## config.mk

```make
export PLATFORM = sky130hd
export DESIGN_NAME = arb21_rr
export DESIGN_NICKNAME = d
export VERILOG_FILES = /design/src/rtl/arb21_rr.sv
export SDC_FILE = /design/constraint.sdc
export NUM_CORES = 1
export LEC_CHECK = 0
export ABC_AREA = 1
export BUFFER_PORTS_ARGS = -buffer_cell sky130_fd_sc_hd__clkbuf_2
export CAP_MARGIN = 20
export CORE_AREA = 8 8 68 70
export DETAILED_ROUTE_END_ITERATION = 8
export DIE_AREA = 0 0 76 78
export GPL_TIMING_DRIVEN = 0
export PLACE_DENSITY = 0.6
export SYNTH_ARGS = -nofsm -noshare
export SYNTH_HDL_FRONTEND = slang
export SYNTH_SLANG_ARGS = --single-unit
```

## constraint.sdc

```tcl
create_clock -name CLK -period 2.48 [get_ports CLK]
set_clock_uncertainty 0.05 [all_clocks]
set_input_delay 0.124 -clock CLK [delete_from_list [all_inputs] [get_ports CLK]]
set_output_delay 0.124 -clock CLK [all_outputs]
set_load 0.02 [all_outputs]
```

## src/rtl/arb21_rr.sv

```systemverilog
// arb21_rr: two-requester round-robin arbiter for a shared 2:1 data mux.
// Grants the channel to one source at a time, drives the mux select,
// registers the selected beat onto Y and caps each grant at MAXBURST beats.
module arb21_rr #(
    parameter int W        = 8,
    parameter int MAXBURST = 4
) (
    input  logic         CLK,
    input  logic         RST,
    input  logic         REQ0,
    input  logic         REQ1,
    input  logic [W-1:0] D0,
    input  logic [W-1:0] D1,
    output logic         GNT0,
    output logic         GNT1,
    output logic         SEL,
    output logic [W-1:0] Y,
    output logic         VALID
);

    typedef enum logic [1:0] {
        IDLE = 2'd0,
        G0   = 2'd1,
        G1   = 2'd2
    } state_t;

    // Beat count at which the current burst ends.
    localparam logic [7:0] LAST_BEAT = 8'(MAXBURST - 1);

    state_t         state_q, state_d;
    logic   [7:0]   cnt_q,   cnt_d;
    logic           ptr_q,   ptr_d;
    logic           sel_q,   sel_d;
    logic   [W-1:0] y_q,     y_d;
    logic           valid_q, valid_d;

    // Next-state, burst counting and data capture.
    always_comb begin
        state_d = state_q;
        cnt_d   = cnt_q;
        ptr_d   = ptr_q;
        sel_d   = sel_q;
        y_d     = y_q;
        valid_d = 1'b0;

        unique case (state_q)
            IDLE: begin
                if (REQ0 && REQ1) begin
                    // Contention: serve the source that was not served last.
                    state_d = ptr_q ? G0 : G1;
                end else if (REQ0) begin
                    state_d = G0;
                end else if (REQ1) begin
                    state_d = G1;
                end
            end
            G0: begin
                if (REQ0) begin
                    y_d     = D0;
                    valid_d = 1'b1;
                    if (cnt_q == LAST_BEAT) begin
                        // Burst end: hand over if the other side waits,
                        // otherwise start a fresh burst without a gap.
                        ptr_d   = 1'b0;
                        cnt_d   = 8'd0;
                        state_d = REQ1 ? G1 : G0;
                    end else begin
                        cnt_d = cnt_q + 8'd1;
                    end
                end else begin
                    ptr_d   = 1'b0;
                    cnt_d   = 8'd0;
                    state_d = REQ1 ? G1 : IDLE;
                end
            end
            G1: begin
                if (REQ1) begin
                    y_d     = D1;
                    valid_d = 1'b1;
                    if (cnt_q == LAST_BEAT) begin
                        ptr_d   = 1'b1;
                        cnt_d   = 8'd0;
                        state_d = REQ0 ? G0 : G1;
                    end else begin
                        cnt_d = cnt_q + 8'd1;
                    end
                end else begin
                    ptr_d   = 1'b1;
                    cnt_d   = 8'd0;
                    state_d = REQ0 ? G0 : IDLE;
                end
            end
            default: begin
                state_d = IDLE;
            end
        endcase

        // Select follows the granted source on the same edge; IDLE keeps it.
        if (state_d == G0) begin
            sel_d = 1'b0;
        end else if (state_d == G1) begin
            sel_d = 1'b1;
        end
    end

    // State and output registers; reset wins over any transition or beat.
    always_ff @(posedge CLK) begin
        if (RST) begin
            state_q <= IDLE;
            cnt_q   <= 8'd0;
            ptr_q   <= 1'b1;
            sel_q   <= 1'b0;
            y_q     <= '0;
            valid_q <= 1'b0;
        end else begin
            state_q <= state_d;
            cnt_q   <= cnt_d;
            ptr_q   <= ptr_d;
            sel_q   <= sel_d;
            y_q     <= y_d;
            valid_q <= valid_d;
        end
    end

    assign GNT0  = (state_q == G0);
    assign GNT1  = (state_q == G1);
    assign SEL   = sel_q;
    assign Y     = y_q;
    assign VALID = valid_q;

endmodule

```

==> flow_metrics.env, run 1 <==
export IMPL_synth_area_um2=1230
export IMPL_cts_tree="yes"
export IMPL_whs_path_depth=5
export IMPL_overflow=0
export IMPL_antenna_found_initial=0
export IMPL_ant_nets=0
export IMPL_regArea_um2=420
export IMPL_start_kind="register"
export IMPL_synth_fa_ha_area_share_pct=5.07
export IMPL_routedWlPerCell_um=10.0
export IMPL_met3_usage_pct=1.96
export IMPL_cts_buffer_depth=2
export IMPL_final_min_clock_period_ns=1.83
export IMPL_hold_viol_final=0
export IMPL_syn_avg_cell_area_um2=6.79
export IMPL_slowest_delay_ns=0.43
export IMPL_pwr_share_seq_pct=41.9
export IMPL_grtUsageTotal_pct=9.40
export IMPL_intPower_mw=0.614
export IMPL_final_common_cell="nand2_1"
export IMPL_setup_viol=0
export IMPL_vdd_ir_drop_max_v=0.000316
export IMPL_port_buffers=31
export IMPL_drv_slew=0
export IMPL_h_tree_depth=1
export IMPL_drive_gt1_share_pct=28.4
export IMPL_vias_per_cell=4.24
export IMPL_clk_latency_ns=0.30
export IMPL_fin_nets=244
export IMPL_status="completed"
export IMPL_critPathKind="reg -> reg"
export IMPL_maxSlewHeadroom_pct=79.2
export IMPL_use_met1_pct=10.9
export IMPL_yosysUniqueCellTypes=24
export IMPL_netSwitchingFraction_pct=40.5
export IMPL_gp_routability_congestion=0.787
export IMPL_worstMarginPinSlew_ns=0.310
export IMPL_rsz0062_at_grt="no"
export IMPL_power_density_nw_per_um2=693
export IMPL_synth_simple_gate_area_share_pct=35.7
export IMPL_synth_cells=182
export IMPL_maxCapViolCount=0
export IMPL_synth_compound_area_share_pct=10.5
export IMPL_cts_root_buf="clkbuf_4"
export IMPL_cp_cell_sequence="inv_1 > ha_1 > buf_4 > nand2_1 > nor2_2 > nand3_1 > nor2_1 > nand2_1 > xor2_1 > nor2_1"
export IMPL_synth_seq_area_share_pct=34.0
export IMPL_syn_num_nets=207
export IMPL_initial_utilization_pct=34.8
export IMPL_grt_busiest_layer="met2"
export IMPL_switchingPower_mw=0.417
export IMPL_drt_iter0_drc=28
export IMPL_pwr_share_clk_pct=16.2
export IMPL_dieArea_um2=5930
export IMPL_leakage_nw=0.752
export IMPL_muxShareOfSynthArea_pct=0
export IMPL_cts_made_buffers=3
export IMPL_slowest_stage="dfxtp_1"
export IMPL_fmax_ghz=0.546
export IMPL_firstDrtPassIters=4
export IMPL_fin_crit_sh_pct=73.9
export IMPL_coreArea_um2=3550
export IMPL_fillCellCount=393
export IMPL_die_w_um=76
export IMPL_multi_input_area_um2=677
export IMPL_grt_first_pass_wirelength_um=4720
export IMPL_ioPinCount=32
export IMPL_syn_to_final_growth_pct=20.5
export IMPL_first_global_vias=1114
export IMPL_die_y_um=78
export IMPL_grt_max_degree=13
export IMPL_rows=22
export IMPL_yosysWarnings=0
export IMPL_rr_worst_depth=10
export IMPL_worst_setup_hold_path_clk_slew_ns=0.12
export IMPL_synth_top_family_by_area="simple AND/OR/NAND/NOR gates"
export IMPL_drc_errors=0
export IMPL_post_dp_hpwl_um=2120
export IMPL_critPathMaxFanout=10
export IMPL_place_inst=261
export IMPL_mostFrequentLayoutCells="51 x nand2_1, 32 x clkbuf_2, 23 x inv_1"
export IMPL_endpoint_kind="register"
export IMPL_vias=1129
export IMPL_synth_seq_cells=21
export IMPL_final_cells=266
export IMPL_critical_path_required_ns=2.64
export IMPL_n_antenna_cell=0
export IMPL_setup_tns_ns=0
export IMPL_drt_total_wl_um=2660
export IMPL_p_comb_share_pct=41.9
export IMPL_arrival_ns=1.99
export IMPL_hold_path_class="in -> reg"
export IMPL_met2_usage_pct=15.8
export IMPL_clock_sinks=21
export IMPL_synth_xor_area_share_pct=3.55
## final timing paths
kind / startpoint / to / slack, ns
worst max register to register: state_q[1] / cnt_q[7] / 0.65
worst min register to register: Y[7] / Y[7] / 0.40
worst max-delay path: state_q[1] / cnt_q[7] / 0.65
worst min-delay path: D0[5] / Y[5] / 0.13
## Yosys cell counts, drive strengths merged
cell / instances / area, um2
nor3b: 2 / 15.0
nand3: 9 / 55.1
a21oi: 10 / 50.1
clkbuf: 1 / 5.00
o21ai: 12 / 60.1
inv: 30 / 113
xor2: 5 / 43.8
nor3: 2 / 10.0
o211ai: 2 / 20.0
nor2: 20 / 103
buf: 3 / 20.0
nand4: 1 / 6.26
dfxtp: 21 / 420
nand2: 59 / 251
ha: 5 / 62.6
## area by class of cell
| class | instances | share of cell area (%) |
|---|---|---|
| multi-input cells | 127 | 45.5 |
| inverters | 30 | 7.57 |
| plain buffers | 4 | 1.68 |
| clock buffers | 3 | 1.51 |
| flip-flops and latches | 21 | 28.3 |
| well taps | 48 | 4.04 |
| clock inverters | 1 | 0.336 |
| repair buffers | 32 | 11.1 |
## kinds of logic after synthesis
logic type | count (synthesis)
simple gates | 93
xor+xnor | 5
buf+inv | 34
flops | 21
compound gates | 24
fa+ha+maj | 5
## worst max-delay path, delay by kind of cell, from the launching register on
family | cells | cell delay, ns
xor+xnor | 1 | 0.13
fa+ha+maj | 1 | 0.28
buf+inv | 2 | 0.26
flops | 1 | 0.43
simple gates | 6 | 0.57
## stage by stage
| step | cell area [um2] | total power [mW] | setup slack (ns) | utilization [%] | hold WS (ns) |
|---|---|---|---|---|---|
| final | 1490 | 1.03 | 0.648 | 41.9 | 0.126 |
| after global routing | 1490 | 1.11 | 0.424 | 41.9 | 0.137 |
| after CTS | 1490 | 1.05 | 0.628 | 41.9 | 0.116 |
| after detailed placement | 1450 | 0.877 | 0.657 | 40.8 | 0.297 |
| after global placement | 1450 | 0.876 | 0.668 | 40.8 | 0.297 |
| after floorplan | 1230 | 0.751 | 0.816 | - | 0.146 |
## registers in the layout, summed over array words and instances (netlist names)
name / flops
SEL: 1
state_q: 2
cnt_q: 8
VALID: 1
Y: 8
ptr_q: 1
## repair_timing
action / in CTS / in global routing
hold endpoints to repair: 3 / 0
buffers inserted: 0 / 0
hold buffers: 1 / 0
resized for setup: 0 / 0
## per-layer routing
layer / vias up / part of all wire (%)
met5: - / 0
li1: 633 / -
met4: 0 / 1.3
met2: 21 / 46
met3: 2 / 4.2
met1: 473 / 48
## power by group through the flow
stage	logic, mW	clock network, mW	registers [mW]
floorplan	0.261	0	0.490
global placement	0.437	0	0.439
detailed placement	0.437	0	0.440
CTS	0.440	0.175	0.432
global route	0.490	0.186	0.439
finish	0.432	0.167	0.432
Power figures use the tool's default switching activity.
==> run 2, diff against run 1 <==
Settings changed: ABC_AREA 1 to 0, CORE_AREA 8 8 68 70 to 8 8 65 67, DIE_AREA 0 0 76 78 to 0 0 73 75.
Clock period 2.48 ns to 1.9 ns, I/O delays scaled along.
==> run 2 against run 1 <==
Net effect:
- power grew 40%
- die area shrank 7.6%
- critical endpoint unchanged
- flip-flop and latch count is the same
- largest cell class unchanged
- worst hold slack lost 0.11 ns
- critical path depth shrank 2
==> flow_metrics.env, run 2 <==
export IMPL_status="completed"
export IMPL_yosysWarnings=0
export IMPL_slowest_delay_ns=0.39
export IMPL_ys_top_cells_by_area="dfxtp_1 38%, mux2i_1 9.9%, nor2_1 6.1%"
export IMPL_port_buffers=31
export IMPL_syn_avg_cell_area_um2=9.05
export IMPL_syn_to_final_growth_pct=24.8
export IMPL_final_cells=205
export IMPL_synth_ff_type="dfxtp_1"
export IMPL_n_antenna_cell=0
export IMPL_initial_utilization_pct=34.5
export IMPL_synth_area_um2=1110
export IMPL_postLayoutCellArea_um2=1390
export IMPL_fin_nets=185
export IMPL_synth_largest_area_cell="dfxtp_1"
export IMPL_grt_first_pass_wirelength_um=4280
export IMPL_cts_root_buf="clkbuf_4"
export IMPL_worst_slack_ns=0.0856
export IMPL_yosysUniqueCellTypes=35
export IMPL_clk_latency_ns=0.30
export IMPL_grt_max_degree=13
export IMPL_mostFrequentLayoutCells="31 x clkbuf_2, 18 x dfxtp_1, 18 x nor2_1"
export IMPL_crit_start="state_q[0]"
export IMPL_hold_viol_final=0
export IMPL_synth_seq_cells=21
export IMPL_vdd_ir_drop_max_v=0.000523
export IMPL_whs_path_depth=3
export IMPL_die_y_um=75
export IMPL_hold_path_class="in -> reg"
export IMPL_cts_tree="yes"
export IMPL_drv_slew=0
export IMPL_fin_util_pct=43.0
export IMPL_worst_setup_hold_path_clk_slew_ns=0.12
export IMPL_worst_path_buf_inv=2
export IMPL_drive_gt1_share_pct=32.7
export IMPL_die_w_um=73
export IMPL_overflow=0
export IMPL_synth_cells=123
export IMPL_setup_viol=0
export IMPL_vias=1004
export IMPL_final_min_clock_period_ns=1.81
export IMPL_start_kind="register"
export IMPL_arrival_ns=1.96
export IMPL_place_inst=200
export IMPL_r2r_end="cnt_q[7]"
export IMPL_routedWlPerCell_um=12.1
export IMPL_drt_iter0_drc=15
export IMPL_vias_per_cell=4.90
export IMPL_hold_path_end="ptr_q"
export IMPL_fin_crit_sh_pct=95.5
export IMPL_drc_errors=0
export IMPL_antenna_found_initial=0
export IMPL_maxCapViolCount=0
export IMPL_rrSetupSlack_ns=0.09
export IMPL_endpoint_kind="register"
export IMPL_async_flop_share_pct=0
export IMPL_rows=21
export IMPL_critPathMaxFanout=8
export IMPL_post_dp_hpwl_um=2020
export IMPL_netlist_area_leader_share_pct=37.8
export IMPL_ys_top_cells_by_count="21 x dfxtp_1, 18 x nor2_1, 11 x mux2i_1"
export IMPL_total_power_mw=1.44
export IMPL_min_from="RST"
export IMPL_place_area_um2=1330
export IMPL_fmax_ghz=0.551
export IMPL_slowest_stage="dfxtp_2"
export IMPL_rr_worst_depth=8
export IMPL_synth_seq_area_share_pct=37.8
export IMPL_synth_edf_count=0
export IMPL_maxSlewHeadroom_pct=70.1
export IMPL_coreArea_um2=3230
export IMPL_dieArea_um2=5480
export IMPL_leakage_nw=0.577
export IMPL_gp_routability_congestion=0.775
export IMPL_cp_cell_sequence="inv_1 > ha_1 > buf_2 > and3_4 > and4_1 > nand3_1 > xor2_1 > nor2_1"
export IMPL_power_density_nw_per_um2=1040
export IMPL_yosysMostFrequentCell="dfxtp_1"
export IMPL_cts_made_buffers=3
export IMPL_cts_buffer_depth=2
export IMPL_critPathKind="reg -> reg"
export IMPL_ant_nets=0
export IMPL_drt_total_wl_um=2480
export IMPL_rr_startpoint="state_q[0]"
export IMPL_crit_family="simple AND/OR/NAND/NOR gates"
export IMPL_first_global_vias=1006
export IMPL_grtUsageTotal_pct=9.79
export IMPL_firstDrtPassIters=4
export IMPL_critical_path_required_ns=2.05
export IMPL_final_common_cell="clkbuf_2"
export IMPL_h_tree_depth=1
export IMPL_clock_sinks=21
export IMPL_pre_cts_ws_ns=-0.100
export IMPL_ioPinCount=32
export IMPL_worstMarginPinSlew_ns=0.448
export IMPL_syn_num_nets=148
[run 2: cell types whose count changed in the layout (fill, tap and decap cells not counted), moves of 5 or more]
cell and change:
nand2_1 -43, inv_1 -18, mux2i_1 +11, a211oi_1 +8, o21ai_0 -8, a21oi_1 -6, inv_2 -6, nand2_2 -6
nand3_1 -5
[run 2: repair_timing]
item,CTS,global route
buffers inserted,1,0
gates cloned,0,0
setup endpoints to repair,3,7
gates resized for setup,1,9
hold buffers,0,0
[run 2: worst max-delay path by stage]
stage                    end  slack, ns  depth (start not counted)
detailed placement      Y[5]      -0.10                          8
finish              cnt_q[7]       0.09                          8
floorplan                SEL       0.18                          8
global placement        Y[5]      -0.06                          8
global route        cnt_q[7]     -0.003                          8
CTS                      SEL      0.001                          8
[run 2: cell families after synthesis]
family          Yosys count  share of synthesized area, %
compound gates           29                          19.1
xor+xnor                  7                          5.51
fa+ha+maj                 5                          5.62
buf+inv                  10                          3.93
flops                    21                          37.8
mux                      11                          9.89
simple gates             40                          18.2
[run 2: where the power goes]
part,switching [mW],internal (mW)
Combinational,0.371,0.253
Clock,0.136,0.0784
Sequential,0.0675,0.536
Total,0.574,0.867
[run 2: final cells by class]
| type | count | area (um2) |
|---|---|---|
| inverters | 6 | 22.5 |
| clock buffers | 3 | 22.5 |
| repair buffers | 32 | 163 |
| well taps | 46 | 57.6 |
| fillers | 325 | 1840 |
| plain buffers | 4 | 23.8 |
| flip-flops and latches | 21 | 427 |
| multi-input cells | 92 | 669 |
| clock inverters | 1 | 5.00 |
[run 2: per-stage QoR]
stage	hold WS, ns	TNS [ns]
final	0.0195	0
after global routing	0.0308	-0.00309
after CTS	0.00407	0
after detailed placement	0.334	-0.185
after global placement	0.322	-0.102
after floorplan	0.159	0
[run 2: worst reg2reg max path, delay by kind of cell, from the launching register on]
family        cells  cell delay (ns)
fa+ha+maj         1             0.29
flops             1             0.39
xor+xnor          1             0.14
buf+inv           2             0.26
simple gates      4             0.59
[run 2: routing by layer]
metal	global-route usage [%]	wire length [um]	vias to the layer above
li1	-	-	511
met1	11.0	1130	452
met2	16.3	1160	37
met3	3.33	152	4
met4	4.67	36	0
met5	0	0	-
